File: src/rtl/fdt_tx_scheduler.sv
// rtl/fdt_tx_scheduler.sv - schedules the PICC reply start on the FDT trigger or a later 128-tick slot
module fdt_tx_scheduler #(
  parameter int SLOT_TICKS      = 128,
  parameter int MAX_EXTRA_SLOTS = 8
) (
  input  logic                                     clk,
  input  logic                                     rst,
  input  logic                                     pause_n_synchronised,
  input  logic                                     rx_frame_done,
  input  logic                                     fdt_trigger,
  input  logic                                     tx_ready,
  input  logic                                     tx_done,
  output logic                                     tx_start,
  output logic                                     armed,
  output logic                                     timeout,
  output logic [$clog2(MAX_EXTRA_SLOTS+1)-1:0]     slot_idx
);

  localparam int TW = $clog2(SLOT_TICKS);
  localparam int SW = $clog2(MAX_EXTRA_SLOTS + 1);
  localparam logic [TW-1:0] TICK_LAST = TW'(SLOT_TICKS - 1);
  localparam logic [SW-1:0] SLOT_LAST = SW'(MAX_EXTRA_SLOTS);

  typedef enum logic [1:0] {
    IDLE,
    ARMED,
    SLOT_WAIT,
    TX
  } state_t;

  state_t        state_q, state_d;
  logic [TW-1:0] tick_q, tick_d;
  logic [SW-1:0] slot_q, slot_d, slot_next;
  logic [SW-1:0] slot_idx_d;
  logic          tx_start_d, timeout_d;
  logic          prev_pause_n;
  logic          pause_fall;
  logic          boundary;

  assign pause_fall = prev_pause_n & ~pause_n_synchronised;
  // Tick 0 is the first cycle after the trigger, so tick SLOT_TICKS-1 lands on T+k*SLOT_TICKS.
  assign boundary   = (tick_q == TICK_LAST);
  assign slot_next  = slot_q + 1'b1;

  always_comb begin
    state_d    = state_q;
    tick_d     = tick_q;
    slot_d     = slot_q;
    slot_idx_d = slot_idx;
    tx_start_d = 1'b0;
    timeout_d  = 1'b0;
    case (state_q)
      IDLE: begin
        if (rx_frame_done) begin
          state_d = ARMED;
        end
      end
      ARMED: begin
        if (pause_fall) begin
          state_d = IDLE;
        end else if (fdt_trigger) begin
          if (tx_ready) begin
            tx_start_d = 1'b1;
            slot_idx_d = '0;
            state_d    = TX;
          end else begin
            tick_d  = '0;
            slot_d  = '0;
            state_d = SLOT_WAIT;
          end
        end
      end
      SLOT_WAIT: begin
        // A new PCD frame beats a same-cycle boundary decision.
        if (pause_fall) begin
          state_d = IDLE;
        end else if (boundary) begin
          tick_d = '0;
          if (tx_ready) begin
            tx_start_d = 1'b1;
            slot_idx_d = slot_next;
            state_d    = TX;
          end else if (slot_next == SLOT_LAST) begin
            timeout_d = 1'b1;
            state_d   = IDLE;
          end else begin
            slot_d = slot_next;
          end
        end else begin
          tick_d = tick_q + 1'b1;
        end
      end
      TX: begin
        if (tx_done) begin
          state_d = IDLE;
        end
      end
      default: state_d = IDLE;
    endcase
  end

  always_ff @(posedge clk) begin
    if (rst) begin
      state_q      <= IDLE;
      tick_q       <= '0;
      slot_q       <= '0;
      prev_pause_n <= 1'b1;
      tx_start     <= 1'b0;
      timeout      <= 1'b0;
      armed        <= 1'b0;
      slot_idx     <= '0;
    end else begin
      state_q      <= state_d;
      tick_q       <= tick_d;
      slot_q       <= slot_d;
      prev_pause_n <= pause_n_synchronised;
      tx_start     <= tx_start_d;
      timeout      <= timeout_d;
      armed        <= (state_d == ARMED) || (state_d == SLOT_WAIT);
      slot_idx     <= slot_idx_d;
    end
  end

endmodule

File: config.mk
export PLATFORM = sky130hd
export DESIGN_NAME = fdt_tx_scheduler
export DESIGN_NICKNAME = d
export VERILOG_FILES = /design/src/rtl/fdt_tx_scheduler.sv
export SDC_FILE = /design/constraint.sdc
export NUM_CORES = 1
export LEC_CHECK = 0
export CAP_MARGIN = 20
export CORE_ASPECT_RATIO = 0.7
export CORE_MARGIN = 3
export CORE_UTILIZATION = 45
export DETAILED_ROUTE_END_ITERATION = 16
export PLACE_DENSITY = 0.75
export SLEW_MARGIN = 30
export SYNTH_ARGS = -nofsm -noshare
export SYNTH_HDL_FRONTEND = slang
export SYNTH_SLANG_ARGS = --single-unit
File: constraint.sdc
create_clock -name clk -period 5 [get_ports clk]
set_clock_uncertainty 0.15 [all_clocks]
set_input_delay 1 -clock clk [delete_from_list [all_inputs] [get_ports clk]]
set_output_delay 1 -clock clk [all_outputs]
set_load 0.01 [all_outputs]
---- After elaboration in Yosys (flattened, before gate mapping) ----
Index checks and enable logic that the tools add are counted.
cells by class
  add/subtract/negate cells ............... 2
  eq/ne operators ......................... 16
  multiplexer cells ....................... 38
  bitwise operators ....................... 4
  reductions and logical operators ........ 7
operators with widths
  cell                   count
  $mux W4                13
  $mux W7                5
  $ne A2 B2 Y1 const B   9
  $mux W2                8
  $pmux W4 S2            2
  $pmux W7 S2            1
  $pmux W2 S4            1
  $reduce_and A8 Y1      1
  $add A7 B1 Y7 const B  1
  $eq A7 B7 Y1 const B   1
  $mux W1                7
  $reduce_and A7 Y1      1
  $eq A2 B2 Y1 const B   3
  $reduce_and A5 Y1      1
  $reduce_or A5 Y1       1
  $add A4 B1 Y4 const B  1
  $eq A2 B1 Y1 const B   2
  $eq A4 B4 Y1 const B   1
  $not A1 Y1             3
  $logic_not A2 Y1       1
  $pmux W1 S2            1
  $reduce_bool A2 Y1     1
  $and A1 B1 Y1          1
  $logic_or A1 B1 Y1     1
storage, ports and cells
  register bits ........................... 21
  input bits .............................. 7

---- Longest topological paths before layout ----
  depth in word-level cells ............... 9
  gate-level depth with buffers ........... 9
  mapped depth without buffers ............ 8

---- Least setup slack after synthesis ----
Ideal clock, no wire load.
  kind .................................... input -> register
  start ................................... in pause_n_synchronised
  end ..................................... reg slot_q[0]
  arrival ................................. 2.405 ns
  required time ........................... 4.722 ns
  slack ................................... 2.318 ns
  stages .................................. 7
  buffers on the path ..................... 2
  cells stage by stage .................... nand2b_1 > clkbuf_1 > or3b_2 > or2_2 > clkbuf_1 > mux2i_1 > nor2_1
between the ends
  longest elaborated chain between the ends .. 4
  elaborated cells on any way between the ends .. 5
RTL lines
  what                                    line  source
  start, declared                         8     input logic pause_n_synchronised,
  $not A1 Y1 (*)                          40    assign pause_fall = prev_pause_n & ~pause_n_synchronised;
  $and A1 B1 Y1 (*)                       40
  $ne A2 B2 Y1 (no source line)           n/a
  $reduce_and A8 Y1 (no source line) (*)  n/a
  end signal, assigned                    115   slot_q <= slot_d;
  end, declared                           33    logic [SW-1:0] slot_q, slot_d, slot_next;
Mark *: on every way between the ends. The rest lies on a longest branch, timed or not.
A chain may end at the register's enable or synchronous reset.

---- Final worst setup path ----
  start ................................... in pause_n_synchronised
  end ..................................... reg slot_q[1]
The elaborated chain is that of the path after synthesis.

==> flow_summary.yaml <==
synth:
  ys.flop_type: "dfxtp_1"
  yosys.area_share.xor_xnor_pct: 4.71
  synth-edff-count: 0
  yosys-top-cells-area: "dfxtp_1 (38%), ha_1 (6.7%), mux2i_1 (5.4%)"
  ys_warn_count: 0
  syn-num-nets: 146
  ys_top_cells_by_count: "dfxtp_1 (21), nor2_1 (15), a21oi_1 (8)"
  syn_area_per_cell_um2: 8.38
  syn_area_um2: 1110
  synthAdderAreaFrac_pct: 6.73
  synth_top_area_cell: "dfxtp_1"
  yosys.area_share.simple_pct: 24.6
  async_reset_ff_share_pct: 0
  synth_top_family_by_area: "simple AND/OR/NAND/NOR gates"
  ys_seq_area_share_pct: 37.7
  synth_cell_type_count: 39
  synth_compound_area_share_pct: 16.0
  postSynthCellCount: 133
  yosysMostFrequentCell: "dfxtp_1"
  synth_top_area_share_pct: 37.7
  synth-seq-cells: 21
  yosys-mux-area-fraction_pct: 5.39
clock_network:
  cts_buffers: 3
  h-tree-depth: 1
  clk_latency_ns: 0.30
  clkTransAtPathRegs_ns: 0.12
  cts_buffer_depth: 2
  cts-root-buf: "clkbuf_4"
  cts.sinks: 21
  cts-resized-gates: 0
  post_cts_buffers: 0
  cts_hold_buf: 0
  cts_tree: "built"
die:
  dieArea_um2: 3120
  start_util_pct: 49.7
  rows: 14
  die-width_um: 65.5
  die_h_um: 47.6
  ios: 14
  core_area_um2: 2240
timing:
  max_slew_margin_pct: 53.0
  finalCritPeriodShare_pct: 56.1
  setup_tns_ns: 0
  hold_violations: 0
  min_period_ns: 2.80
  rsz0062_at_grt: "false"
  setup_viol: 0
  fmax_mhz: 357
  worst_slew_pin_slew_ns: 0.700
  report.final.slew_viol_count: 0
cells_and_area:
  nets: 157
  syn_to_final_growth_pct: 15.2
  antenna-diode-count: 0
  layout-drive-gt1-share_pct: 4.90
  finalNonFillerCells: 175
  multi_input_area_um2: 641
  ff_latch_area_um2: 420
  n_fill_cell: 228
power_and_ir_drop:
  p_comb_share_pct: 15.2
  p_leak_nw: 0.498
  switching_share_pct: 26.2
  ir_drop_mv: 0.131
  p_switching_uw: 79.3
  pwr-share-clk_pct: 27.3
  cellPowerDensity_nw_per_um2: 236
  power_frac_seq_pct: 57.5
  p_int_uw: 223
place:
  hpwlAfterDp_mm: 1.80
  port_buffers: 13
  dp.cells: 171
  finalWeightedCongestion: 0.817
global_routing:
  grt_max_degree: 18
  grt_pass1_wl_mm: 3.88
  grt_pass1_vias: 897
  grt.total_usage_pct: 16.6
  grt_overflow: 0
  antenna_found_initial: 0
worst_setup_path:
  worstSetupPathType: "input port to flip-flop"
  cp-start-kind: "input port"
  cp.required_ns: 5.03
  slowest_delay_ns: 0.51
  path_delay_family: "simple AND/OR/NAND/NOR gates"
  worstPathMaxFanout: 10
  crit_start: "pause_n_synchronised"
  crit_buf_inv: 1
  critPathSlowestCell: "or3b_2"
  crit_chain: "clkdlybuf4s50_1 > nand2b_1 > or3b_2 > or2_2 > mux2i_1 > nor2_1"
  r2r-start: "state_q[1]$_SDFF_PP0_"
  end_kind: "flip-flop"
  arrival_ns: 2.84
drt:
  vias: 952
  ant_nets: 0
  drt_iter0_markers: 29
  avgRoutedWirePerCell_um: 13.4
  dr.pass1.iters: 4
  remaining_drc_errors: 0
  viasPerCell: 5.44
  wl_mm: 2.35
run:
  drv_cap: 0
min_path:
  hp-start: "tick_q[6]$_SDFFE_PP0P_"
  hp-class: "flip-flop to flip-flop"
run_status:
  outcome: "complete, no violations"
==> worst paths after layout <==
path	endpoint	slack (ns)	cells after the start
setup / recovery	slot_q[1]$_SDFFE_PP0P_	2.20	6
hold / removal	tick_q[6]$_SDFFE_PP0P_	0.33	2
setup reg to reg	slot_q[1]$_SDFFE_PP0P_	2.38	7
hold reg to reg	tick_q[6]$_SDFFE_PP0P_	0.33	2
==> through the flow <==
step                total power, mW  cell area, um^2  worst slack (ns)  utilization (%)  hold WS (ns)
floorplan                     0.208             1110              2.32                -         0.287
global placement              0.222             1260              1.91             56.1         0.304
detailed placement            0.223             1260              1.88             56.1         0.315
CTS                           0.305             1280              2.20             57.3         0.340
global route                  0.317             1280              2.08             57.3         0.378
finish                        0.303             1280              2.20             57.3         0.333
==> kinds of logic (layout without fill, tap and decap cells) <==
kind of cell / Yosys count / after routing
flip-flops: 21 / 21
adder cells (fa/ha/maj): 6 / 6
AND/OR/NAND/NOR: 52 / 52
AO/OA/AOI/OAI: 28 / 28
multiplexers: 6 / 6
XOR/XNOR: 6 / 6
buffers and inverters: 14 / 24
==> cell type report <==
type | count | share of cell area (%)
clock buffer | 4 | 2.05
inverter | 7 | 2.05
multi-input combinational | 98 | 49.9
tap | 32 | 3.12
timing repair buffer | 13 | 10.1
sequential | 21 | 32.7
==> sequential cells by signal (all words and copies together) (netlist names) <==
| name | count |
|---|---|
| tick_q | 7 |
| slot_idx | 4 |
| slot_q | 4 |
| state_q | 2 |
| armed | 1 |
| prev_pause_n | 1 |
| timeout | 1 |
| tx_start | 1 |
==> worst min-delay path, delay by kind of cell, from the launching register on <==
family,cells,cell delay [ns]
AOI/OAI and AO/OA,1,0.04
and+or+nand+nor,1,0.07
DFF,1,0.34
==> power by group through the flow <==
stage               combinational (mW)  sequential (mW)  clock (mW)
floorplan                       0.0300            0.178           0
global placement                0.0445            0.178           0
detailed placement              0.0453            0.178           0
CTS                             0.0457            0.174      0.0852
global route                    0.0513            0.175      0.0909
finish                          0.0459            0.174      0.0827
==> routing by layer <==
metal	wire length, um	up-vias	global-route usage, %
met4	22	0	4.13
met5	0	-	0
li1	-	478	-
met2	1040	28	28.4
met1	1160	442	20.9
met3	133	4	5.16
==> layout by cell type, fill, tap and decap left out, types with 2 or more instances in the layout <==
cell and n:
and2_1 2, nand3_1 7, o22ai_1 2, dfxtp_1 21, nand2b_1 4, nor3_1 2, nand2_1 7, clkdlybuf4s50_1 13
xor2_1 4, o21ai_0 4, xnor2_1 2, nor2_1 15, a31oi_1 5, nor2b_1 2, a21oi_1 8, and3_1 2
inv_1 7, mux2i_1 6, or2_2 2, ha_1 6, clkbuf_4 3
Note: power is estimated with default switching activity, not from simulation.
